===== src/rtl/xadc_drp_sampler_if.sv =====
// xadc_drp_sampler_if: XADC DRP bus plus the signed sample stream toward the scaling stage
interface xadc_drp_sampler_if;
   logic               den_out;
   logic [6:0]         daddr_out;
   logic               dwe_out;
   logic [15:0]        di_out;
   logic               drdy_in;
   logic [15:0]        do_in;
   logic signed [11:0] sampleOUT;
   logic               SAMPLEoutReady;
   modport master (
      output den_out, daddr_out, dwe_out, di_out, sampleOUT, SAMPLEoutReady,
      input  drdy_in, do_in
   );
   modport slave (
      input  den_out, daddr_out, dwe_out, di_out, sampleOUT, SAMPLEoutReady,
      output drdy_in, do_in
   );
endinterface


===== src/rtl/xadc_drp_sampler.sv =====
// xadc_drp_sampler: on each XADC EOC reads one DRP channel and emits a signed, decimated sample strobe
module xadc_drp_sampler #(
   parameter logic [6:0] CHANNEL_ADDR = 7'h03,
   parameter int         SAMPLE_WIDTH = 12,
   parameter bit         BIPOLAR      = 1'b1,
   parameter int         DRDY_TIMEOUT = 64,
   parameter int         DECIMATION   = 1
) (
   input  logic                      CLK104MHZ,
   input  logic                      rst,
   input  logic                      enable,
   input  logic                      eoc_in,
   xadc_drp_sampler_if.master        drp,
   output logic                      overrun,
   output logic                      timeout_err,
   output logic [15:0]               sample_count
);
   typedef enum logic [1:0] {IDLE, REQ, WAIT, EMIT} state_t;
   state_t state, state_n;
   logic eoc_r, eoc_d, ev, hit, tmo;
   logic [15:0] tcnt;
   logic [7:0] dcnt;
   logic [11:0] code;
   logic signed [SAMPLE_WIDTH-1:0] sample_r;
   assign ev   = eoc_r & ~eoc_d;
   assign code = drp.do_in[15:4];
   assign hit  = dcnt == 8'(DECIMATION - 1);
   assign tmo  = tcnt == 16'(DRDY_TIMEOUT - 1);
   always_ff @(posedge CLK104MHZ)
      if (!rst) state <= IDLE;
      else state <= state_n;
   always_comb begin
      state_n = IDLE;
      unique case (state)
         IDLE:    state_n = ev && enable ? REQ : IDLE;
         REQ:     state_n = WAIT;
         WAIT:    state_n = drp.drdy_in ? (enable && hit ? EMIT : IDLE) : tmo ? IDLE : WAIT;
         default: state_n = IDLE;
      endcase
   end
   always_comb begin
      drp.den_out        = state == REQ;
      drp.SAMPLEoutReady = state == EMIT;
      drp.daddr_out      = CHANNEL_ADDR;
      drp.dwe_out        = 1'b0;
      drp.di_out         = '0;
      drp.sampleOUT      = sample_r;
   end
   // a read started before enable dropped still runs to drdy, but its code is discarded
   always_ff @(posedge CLK104MHZ)
      if (!rst) begin
         eoc_r        <= 1'b0;
         eoc_d        <= 1'b0;
         tcnt         <= '0;
         dcnt         <= '0;
         sample_r     <= '0;
         overrun      <= 1'b0;
         timeout_err  <= 1'b0;
         sample_count <= '0;
      end else begin
         eoc_r <= eoc_in;
         eoc_d <= eoc_r;
         tcnt  <= state == WAIT ? tcnt + 16'd1 : '0;
         if (ev && state != IDLE) overrun <= 1'b1;
         if (state == WAIT && !drp.drdy_in && tmo) timeout_err <= 1'b1;
         if (state == WAIT && drp.drdy_in && enable) begin
            if (hit) sample_r <= BIPOLAR ? code : {~code[11], code[10:0]};
            else dcnt <= dcnt + 8'd1;
         end
         if (state == EMIT) begin
            sample_count <= sample_count + 16'd1;
            dcnt         <= '0;
         end
      end
endmodule


===== src/flat_wrapper.sv =====
// flat-port wrapper written by rule: the top's interface ports become plain ports
module xadc_drp_sampler_flat 
#(
   parameter logic [6:0] CHANNEL_ADDR = 7'h03,
   parameter int         SAMPLE_WIDTH = 12,
   parameter bit         BIPOLAR      = 1'b1,
   parameter int         DRDY_TIMEOUT = 64,
   parameter int         DECIMATION   = 1
)
  (CLK104MHZ, rst, enable, eoc_in, overrun, timeout_err, sample_count, drp_den_out, drp_daddr_out, drp_dwe_out, drp_di_out, drp_sampleOUT, drp_SAMPLEoutReady, drp_drdy_in, drp_do_in);
  xadc_drp_sampler_if drp_i ();
  input  logic CLK104MHZ;
  input  logic rst;
  input  logic enable;
  input  logic eoc_in;
  output logic overrun;
  output logic timeout_err;
  output logic [15:0] sample_count;
  output wire logic [$bits(drp_i.den_out)-1:0] drp_den_out;
  output wire logic [$bits(drp_i.daddr_out)-1:0] drp_daddr_out;
  output wire logic [$bits(drp_i.dwe_out)-1:0] drp_dwe_out;
  output wire logic [$bits(drp_i.di_out)-1:0] drp_di_out;
  output wire logic [$bits(drp_i.sampleOUT)-1:0] drp_sampleOUT;
  output wire logic [$bits(drp_i.SAMPLEoutReady)-1:0] drp_SAMPLEoutReady;
  input wire logic [$bits(drp_i.drdy_in)-1:0] drp_drdy_in;
  input wire logic [$bits(drp_i.do_in)-1:0] drp_do_in;
  assign drp_den_out = drp_i.den_out;
  assign drp_daddr_out = drp_i.daddr_out;
  assign drp_dwe_out = drp_i.dwe_out;
  assign drp_di_out = drp_i.di_out;
  assign drp_sampleOUT = drp_i.sampleOUT;
  assign drp_SAMPLEoutReady = drp_i.SAMPLEoutReady;
  assign drp_i.drdy_in = drp_drdy_in;
  assign drp_i.do_in = drp_do_in;
  xadc_drp_sampler #(.CHANNEL_ADDR(CHANNEL_ADDR), .SAMPLE_WIDTH(SAMPLE_WIDTH), .BIPOLAR(BIPOLAR), .DRDY_TIMEOUT(DRDY_TIMEOUT), .DECIMATION(DECIMATION)) u_core (.CLK104MHZ(CLK104MHZ), .rst(rst), .enable(enable), .eoc_in(eoc_in), .drp(drp_i), .overrun(overrun), .timeout_err(timeout_err), .sample_count(sample_count));
endmodule

===== config.mk =====
export PLATFORM = sky130hd
export DESIGN_NAME = xadc_drp_sampler_flat
export DESIGN_NICKNAME = d
export VERILOG_FILES = /design/src/rtl/xadc_drp_sampler_if.sv /design/src/rtl/xadc_drp_sampler.sv /design/src/flat_wrapper.sv
export SDC_FILE = /design/constraint.sdc
export NUM_CORES = 1
export LEC_CHECK = 0
export BUFFER_PORTS_ARGS = -buffer_cell sky130_fd_sc_hd__clkbuf_2
export CORE_MARGIN = 2
export CORE_UTILIZATION = 47
export CTS_CLUSTER_DIAMETER = 50
export DETAILED_ROUTE_END_ITERATION = 16
export GPL_TIMING_DRIVEN = 0
export PLACE_DENSITY = 0.76
export SYNTH_ARGS = -nofsm -noshare
export SYNTH_HDL_FRONTEND = slang
export SYNTH_SLANG_ARGS = --single-unit

===== constraint.sdc =====
create_clock -name CLK104MHZ -period 1.6 [get_ports CLK104MHZ]
set_input_delay 0.08 -clock CLK104MHZ [delete_from_list [all_inputs] [get_ports CLK104MHZ]]
set_output_delay 0.08 -clock CLK104MHZ [all_outputs]
set_load 0.01 [all_outputs]

* Yosys cells after proc, flatten, opt, wreduce, memory -nomap -nowiden
Cells that the tools add are included.
Storage, ports and cells: input bits 21, register bits 58, output and inout port bits 56
Cells by class: multiplexer cells 5, add/subtract/negate cells 3, bitwise operators 4, eq/ne operators 4, reductions and logical operators 15
Operator list (count):
- adder 16 x 1 -> 16 bit, second input constant | 2
- == test 16 x 6 -> 1 bit, second input constant | 1
- adder 8 x 1 -> 8 bit, second input constant | 1
- logical NOT 8 bit | 1
- logical AND 1 bit | 7
- two-way mux 2 bit | 3
- one-hot mux 2 bit (3 select lines) | 1
- AND reduction 2 bit | 3
- == test 2 bit, second input constant | 2
- NOT 1 bit | 3
- == test 2 x 1 -> 1 bit, second input constant | 1
- logical NOT 2 bit | 1
- nonzero test 2 bit | 1
- OR reduction 2 bit | 1
- AND 1 bit | 1
- logical NOT 1 bit | 1
- two-way mux 1 bit | 1

* Logic depth before layout (Yosys ltp)
Gate-level depths: netlist (run 1).
depth in word-level cells 5, mapped depth 7, mapped depth without buffers 6

* Worst setup path before layout (run 1)
No wires, ideal clock.
path kind register -> register, from register u_core.tcnt[0], to register u_core.tcnt[14], arrival time 1515 ps, stages on the path, launching flop included 6, period minus slack after synthesis 1586 ps, setup time 70 ps, path buffers 0, path slack 14 ps, cells stage by stage dfxtp_1 ha_1 nand3_1 or3_1 or3_1 a21oi_1
Between the ends: word-level cells in the longest chain between the ends 1
RTL lines:
- from (decl) | line xadc_drp_sampler.sv:21 | logic [15:0] tcnt;
- from (signal assigned) | line xadc_drp_sampler.sv:63 | tcnt <= state == WAIT ? tcnt + 16'd1 : '0;
- adder 16 x 1 -> 16 bit | line xadc_drp_sampler.sv:63
Every way passes these cells. A chain may end at the register's enable or synchronous reset.

* Worst setup path after layout (run 1)
from register u_core.tcnt[2], to register u_core.tcnt[15]
Same word-level chain as after synthesis.

==> results of run 1 <==
final timing paths:
kind / startpoint / end / slack (ns) / cells after the start
min reg2reg: u_core.tcnt[0]$_SDFF_PN0_ / u_core.tcnt[0]$_SDFF_PN0_ / 0.45 / 1
min: drp_do_in[5] / u_core.drp.sampleOUT[1]$_SDFFE_PN0P_ / 0.001 / 3
max reg2reg: u_core.tcnt[2]$_SDFF_PN0_ / u_core.tcnt[15]$_SDFF_PN0_ / 0.08 / 4
max: u_core.tcnt[2]$_SDFF_PN0_ / u_core.tcnt[15]$_SDFF_PN0_ / 0.08 / 4
layer usage:
layer	track usage (%)	up-vias	wire length [um]
li1	-	1171	-
met1	22.2	1050	2400
met2	29.4	66	2910
met3	5.77	7	383
met4	9.32	0	83
met5	0	-	0
worst register-to-register path, cell delays in order (launching register included):
cell     delay [ns]
dfxtp_2        0.39
nand4_2        0.19
or3_4          0.43
or3_1          0.31
a21oi_1        0.13
cell usage after synthesis, types with 2 or more instances:
cell type	number
buf_4	24
clkbuf_1	3
nor2_1	51
o21ai_0	4
nand3_1	12
nand2_1	16
nor3_1	8
xor2_1	7
nand2b_1	2
mux2i_1	15
dfxtp_1	58
a21oi_1	7
or3_1	4
and4_1	2
ha_1	4
conb_1	2
nor3b_1	2
and2_1	2
nor4_1	12
inv_1	12
buf_6	2
xnor2_1	23
nand4_1	8
clkbuf_8	2
repair_timing:
| item | 4_1_cts | 5_1_grt |
|---|---|---|
| resized for setup | 11 | 19 |
| hold endpoints to repair | 11 | 0 |
| endpoints found under the setup margin | 14 | 23 |
| pin swaps | 1 | 7 |
| buffers inserted | 1 | 7 |
| cloned | 0 | 0 |
| hold buffers | 11 | 0 |
state kept, by name, summed over array words and instances, names as in the netlist:
| signal | flops |
|---|---|
| u_core.eoc_r | 1 |
| u_core.overrun | 1 |
| u_core.timeout_err | 1 |
| u_core.eoc_d | 1 |
| u_core.tcnt | 16 |
| u_core.dcnt | 8 |
| u_core.sample_count | 16 |
| u_core.drp.sampleOUT | 12 |
| u_core.state | 2 |
per-stage QoR:
stage | power, mW | worst slack (ns) | instance area, um^2
detailed placement | 1.63 | -0.236 | 3120
floorplan | 1.60 | 0.0144 | 2800
global placement | 1.63 | -0.166 | 3120
CTS | 3.21 | 0.00422 | 3530
finish | 3.20 | 0.0785 | 3650
global route | 3.32 | 0.000426 | 3650
cell families (layout without fill, tap and decap cells):
group           Yosys count  in the layout  share of synthesized area [%]
simple gates            133            133                           25.6
flops                    58             58                           42.8
buf+inv                  44            126                           10.7
xor+xnor                 30             30                           9.68
compound gates           16             16                           3.59
mux                      15             15                           5.53
fa+ha+maj                 4              4                           1.84
other cells               2             24                          0.277
power groups by stage:
stage	clock network [mW]	registers, mW	logic, mW
finish	1.57	1.45	0.171
global route	1.68	1.45	0.187
CTS	1.59	1.46	0.167
detailed placement	0	1.49	0.145
global placement	0	1.49	0.144
floorplan	0	1.49	0.110
area by class of cell:
type | count | area [um^2] | share of cell area [%]
Buffer | 32 | 246 | 6.76
Clock buffer | 12 | 165 | 4.53
Clock inverter | 4 | 72.6 | 1.99
Inverter | 12 | 45.0 | 1.23
Multi-Input combinational cell | 222 | 1450 | 39.7
Sequential cell | 58 | 1170 | 32.2
Tap cell | 72 | 90.1 | 2.47
Timing Repair Buffer | 66 | 405 | 11.1
==> insert_results.sql, run 1 <==
INSERT INTO impl_metrics (metric_group, metric, value, unit) VALUES
('pwr', 'power_report.internal_total', '2.54', 'mW'),
('logic_synthesis', 'synthTopCellsByArea', 'dfxtp_1 43%, xnor2_1 7.4%, nor2_1 7.1%, buf_4 6.6%, mux2i_1 5.5%', ''),
('critical_path', 'slowest_delay', '0.43', 'ns'),
('place', 'post-place-cells', '443', ''),
('pwr', 'p_comb_share', '5.3', '%'),
('critical_path', 'crit_slowest_cell', 'or3_4', ''),
('global_routing', 'track_usage', '18.4', '%'),
('layout', 'finish.utilization', '65.9', '%'),
('global_routing', 'largest_net_degree_at_the_start_of_global_routing', '11', ''),
('logic_synthesis', 'synth_area', '0.00272', 'mm^2'),
('logic_synthesis', 'synth-main-ff-cell', 'dfxtp_1', ''),
('place', 'io_buffer_count', '47', ''),
('logic_synthesis', 'synthCells', '302', ''),
('clock_network', 'clk_pin_slew_worst_paths', '0.06', 'ns'),
('layout', 'most_frequent_cells_in_the_layout', '51 x nor2_1, 50 x dfxtp_1, 48 x clkbuf_2', ''),
('timing', 'setup-violations-final', '0', ''),
('place', 'dpl.hpwl', '3840', 'um'),
('routing', 'wire_per_inst', '12.1', 'um'),
('floorplan', 'design.die.area', '0.00640', 'mm^2'),
('logic_synthesis', 'synth_largest_area_cell', 'dfxtp_1', ''),
('timing', 'timing.final.crit_share', '95.1', '%'),
('logic_synthesis', 'synth.ff_latch_count', '58', ''),
('floorplan', 'die_h', '80.0', 'um'),
('timing', 'rsz_0062_raised_after_global_routing', 'true', ''),
('logic_synthesis', 'synth_enable_flop_cells', '0', ''),
('routing', 'initialDrtViolationCount', '93', ''),
('critical_path', 'cp_data_required_time', '1.86', 'ns'),
('routing', 'drt_pre_antenna_iters', '4', ''),
('timing', 'finalWorstPathRequiredPeriod', '1.52', 'ns'),
('clock_network', 'clock_sink_count', '58', ''),
('logic_synthesis', 'synthesis.area_per_instance', '8.99', 'um^2'),
('clock_network', 'cts_tree', 'yes', ''),
('logic_synthesis', 'asyncSetResetFlopFracSynth', '0', '%'),
('critical_path', 'kind_of_cell_with_the_highest_combined_delay_on_the_critical_path', 'simple AND/OR/NAND/NOR gates', ''),
('logic_synthesis', 'synthesis.yosys.warnings', '0', ''),
('routing', 'wl', '5770', 'um'),
('timing', 'finalSetupTns', '0', 'ns'),
('routing', 'detail-route-antenna-nets', '0', ''),
('place', 'gp_congestion', '0.808', ''),
('critical_path', 'timing.critical_path.buf_inv', '0', ''),
('logic_synthesis', 'synth.distinct_cells', '44', ''),
('global_routing', 'number_of_antenna_violations_at_the_first_check_in_global_routing', '0', ''),
('layout', 'most_common_library_cell_in_the_layout_ignoring_fill_and_taps', 'nor2_1', ''),
('timing', 'slew_headroom', '65.1', '%'),
('pwr', 'cellLeakagePower', '1.56', 'nW'),
('floorplan', 'fp.coreArea', '0.00554', 'mm^2'),
('floorplan', 'initial_utilization', '49.0', '%'),
('layout', 'layout-drive-gt1-share', '32.0', '%'),
('clock_network', 'clk_path_buf_depth', '2', ''),
('global_routing', 'grt_first_pass_wirelength', '8980', 'um'),
('routing', 'route.vias.total', '2294', ''),
('run_status', 'outcome', 'complete, no violations', ''),
('floorplan', 'io_pins', '77', ''),
('pwr', 'seq_power_share', '45.4', '%'),
('pwr', 'swShare', '20.6', '%'),
('flow_run', 'drv.max_cap_violation_count', '0', ''),
('timing', 'clock-skew-final', '0.0102', 'ns'),
('timing', 'slew_at_the_pin_closest_to_its_max_slew_limit', '0.524', 'ns'),
('layout', 'n_antenna_cell', '0', ''),
('layout', 'num-fill-cells', '457', ''),
('critical_path', 'crit_path_end_kind', 'flip-flop', ''),
('routing', 'viasPerCell', '4.80', ''),
('layout', 'syn_to_final_growth', '34.4', '%'),
('routing', 'post-route-drc-count', '0', ''),
('layout', 'nNetsFinal', '426', ''),
('critical_path', 'crit_path_start_kind', 'flip-flop', ''),
('pwr', 'vdd_ir_drop_max', '0.699', 'mV'),
('critical_path', 'critical_path.cell_chain', 'nand4_2 > or3_4 > or3_1 > a21oi_1', ''),
('logic_synthesis', 'synth_sequential_area_ratio', '42.8', '%'),
('clock_network', 'clk_latency', '0.34', 'ns'),
('critical_path', 'path_max_fanout', '5', '');
No activity file was read; power rests on OpenSTA's default activity.
==> inputs of run 2 (changes only) <==
Settings changed: CORE_UTILIZATION 47 to 52, PLACE_DENSITY 0.76 to 0.8, RECOVER_POWER from default to 25.
Clock period 1.6 ns to 1.5 ns, I/O delays scaled along.
==> run 2 against run 1 <==
The run now ends with negative setup slack left. Sequential cell count unchanged. Largest power group unchanged. First-iteration DRC count unchanged. Design area up 4.0%. Critical endpoint is now u_core.drp.sampleOUT[8]$_SDFFE_PN0P_. Cell count up 1.5%. Hold slack better by 0.0064 ns. Global-route usage up 3.2 points. Critical path depth up 3. Core utilization up 8.9 points.
==> insert_results.sql, run 2 (synthesized netlist as in run 1, its figures left out) <==
INSERT INTO impl_metrics (metric_group, metric, value, unit) VALUES
('timing', 'fmax', '0.616', 'GHz'),
('pwr', 'vdd_ir_drop_max', '0.782', 'mV'),
('routing', 'drt_pre_antenna_iters', '4', ''),
('routing', 'wl', '6910', 'um'),
('clock_network', 'clk_latency', '0.35', 'ns'),
('run_status', 'outcome', 'finished, violations left', ''),
('timing', 'slew_headroom', '65.9', '%'),
('global_routing', 'track_usage', '21.6', '%'),
('timing', 'finalWorstPathRequiredPeriod', '1.62', 'ns'),
('routing', 'route.vias.total', '2448', ''),
('clock_network', 'cts_buffer_count', '9', ''),
('timing', 'timing.final.crit_share', '108', '%'),
('clock_network', 'htree_num_levels', '3', ''),
('layout', 'multi_input_area', '0.00151', 'mm^2'),
('pwr', 'power-per-cell-area', '883', 'mW/mm^2'),
('routing', 'viasPerCell', '5.05', ''),
('place', 'io_buffer_count', '47', ''),
('timing', 'setup_ws_final', '-0.124', 'ns'),
('critical_path', 'timing.critical_path.arrival', '1.85', 'ns'),
('floorplan', 'design.die.area', '0.00582', 'mm^2'),
('place', 'post-place-cells', '441', ''),
('critical_path', 'crit_path_end_kind', 'flip-flop', ''),
('layout', 'num-fill-cells', '354', ''),
('timing', 'setup-violations-final', '16', ''),
('global_routing', 'via_count_of_the_first_global_routing_pass', '2269', ''),
('layout', 'layout-drive-gt1-share', '31.8', '%'),
('clock_network', 'root_buf_cell', 'clkbuf_8', ''),
('clock_network', 'clk_pin_slew_worst_paths', '0.07', 'ns'),
('critical_path', 'reg2reg_slack', '-0.12', 'ns'),
('clock_network', 'cts_tree', 'yes', ''),
('layout', 'most_common_library_cell_in_the_layout_ignoring_fill_and_taps', 'nor2_1', ''),
('timing', 'number_of_max_slew_violations_in_the_final_report', '0', ''),
('floorplan', 'die_h', '76.3', 'um'),
('timing', 'rsz_0062_raised_after_global_routing', 'true', ''),
('layout', 'register_area', '0.00119', 'mm^2'),
('timing', 'hold_viol', '0', ''),
('floorplan', 'initial_utilization', '53.5', '%'),
('layout', 'finish.utilization', '74.8', '%'),
('routing', 'detail-route-antenna-nets', '0', ''),
('flow_run', 'drv.max_cap_violation_count', '0', ''),
('clock_network', 'clk_path_buf_depth', '2', ''),
('global_routing', 'grt-ovfl-total', '0', ''),
('critical_path', 'crit_path_start_kind', 'flip-flop', ''),
('clock_network', 'clock_sink_count', '58', ''),
('timing', 'worst_hold_slack', '0.00739', 'ns'),
('place', 'gp_congestion', '0.801', ''),
('critical_path', 'crit_type', 'flip-flop to flip-flop', ''),
('pwr', 'cellLeakagePower', '1.56', 'nW'),
('timing', 'slew_at_the_pin_closest_to_its_max_slew_limit', '0.509', 'ns'),
('global_routing', 'largest_net_degree_at_the_start_of_global_routing', '11', ''),
('floorplan', 'io_pins', '77', ''),
('routing', 'wire_per_inst', '14.2', 'um'),
('layout', 'syn_to_final_growth', '39.8', '%'),
('critical_path', 'cp_data_required_time', '1.73', 'ns'),
('layout', 'nNetsFinal', '435', ''),
('layout', 'final_cell_count_no_fill', '485', ''),
('routing', 'post-route-drc-count', '0', ''),
('timing', 'clock-skew-final', '0.00978', 'ns'),
('floorplan', 'std_cell_rows', '26', ''),
('global_routing', 'number_of_antenna_violations_at_the_first_check_in_global_routing', '0', ''),
('critical_path', 'path_max_fanout', '5', ''),
('floorplan', 'fp.coreArea', '0.00507', 'mm^2'),
('place', 'dpl.hpwl', '3880', 'um'),
('min_path', 'hold_class', 'input port to flip-flop', ''),
('routing', 'initialDrtViolationCount', '93', ''),
('global_routing', 'grt_first_pass_wirelength', '10100', 'um'),
('floorplan', 'die_w', '76.3', 'um'),
('layout', 'n_antenna_cell', '0', ''),
('run_status', 'violations', 'negative setup slack', ''),
('layout', 'most_frequent_cells_in_the_layout', '51 x nor2_1, 44 x dfxtp_1, 36 x buf_4', '');
## run 2: power by group
part / leakage [nW] / internal, mW / switching (mW)
clock: 0.109 / 0.975 / 0.634
sequential: 0.476 / 1.54 / 0.00657
combinational: 0.976 / 0.104 / 0.0949
total: 1.56 / 2.62 / 0.736
## run 2: layout make-up
type | instances | share of cell area (%)
buffer | 32 | 6.73
timing repair buffer | 75 | 12.7
clock inverter | 5 | 2.04
multi-input combinational | 222 | 39.8
tap | 70 | 2.31
inverter | 12 | 1.19
clock buffer | 11 | 3.73
sequential | 58 | 31.5
## run 2: repair_timing
item,4_1_cts,5_1_grt
gates cloned,0,1
setup buffers,4,9
hold buffers,14,0
endpoints found under the hold margin,14,0
setup endpoints to repair,17,27
pin swaps,3,9
resized for setup,11,39
## run 2: final timing paths
kind | start | to | cells after the start
worst min-delay path | drp_do_in[15] | u_core.drp.sampleOUT[11]$_SDFFE_PN0P_ | 3
worst max-delay path | u_core.dcnt[0]$_SDFFE_PP0P_ | u_core.drp.sampleOUT[8]$_SDFFE_PN0P_ | 7
worst max register to register | u_core.dcnt[0]$_SDFFE_PP0P_ | u_core.drp.sampleOUT[8]$_SDFFE_PN0P_ | 7
worst min register to register | u_core.sample_count[15]$_SDFFE_PN0P_ | u_core.sample_count[15]$_SDFFE_PN0P_ | 2
## run 2: layer usage
layer	track usage [%]	up-vias	share of wire [%]
li1	-	1193	-
met1	24.8	1173	41
met2	36.8	67	53
met3	5.33	15	4.1
met4	12.2	0	2.3
met5	0	-	0
## run 2: critical path: stages, from the launching register on
cell	delay [ns]
dfxtp_4	0.35
inv_1	0.05
ha_1	0.14
nor4b_4	0.33
nand3_4	0.18
buf_12	0.18
mux2i_1	0.19
nor2_1	0.09
## run 2: stage by stage
step	total power, mW	TNS [ns]	cell area [um^2]	setup WS, ns
after CTS	3.34	-0.112	3570	-0.0838
after global placement	1.74	-1.35	3140	-0.132
after floorplan	1.70	-0.0503	2810	-0.0503
after global routing	3.45	-2.82	3790	-0.199
after detailed placement	1.74	-1.67	3140	-0.211
final	3.35	-1.11	3790	-0.124
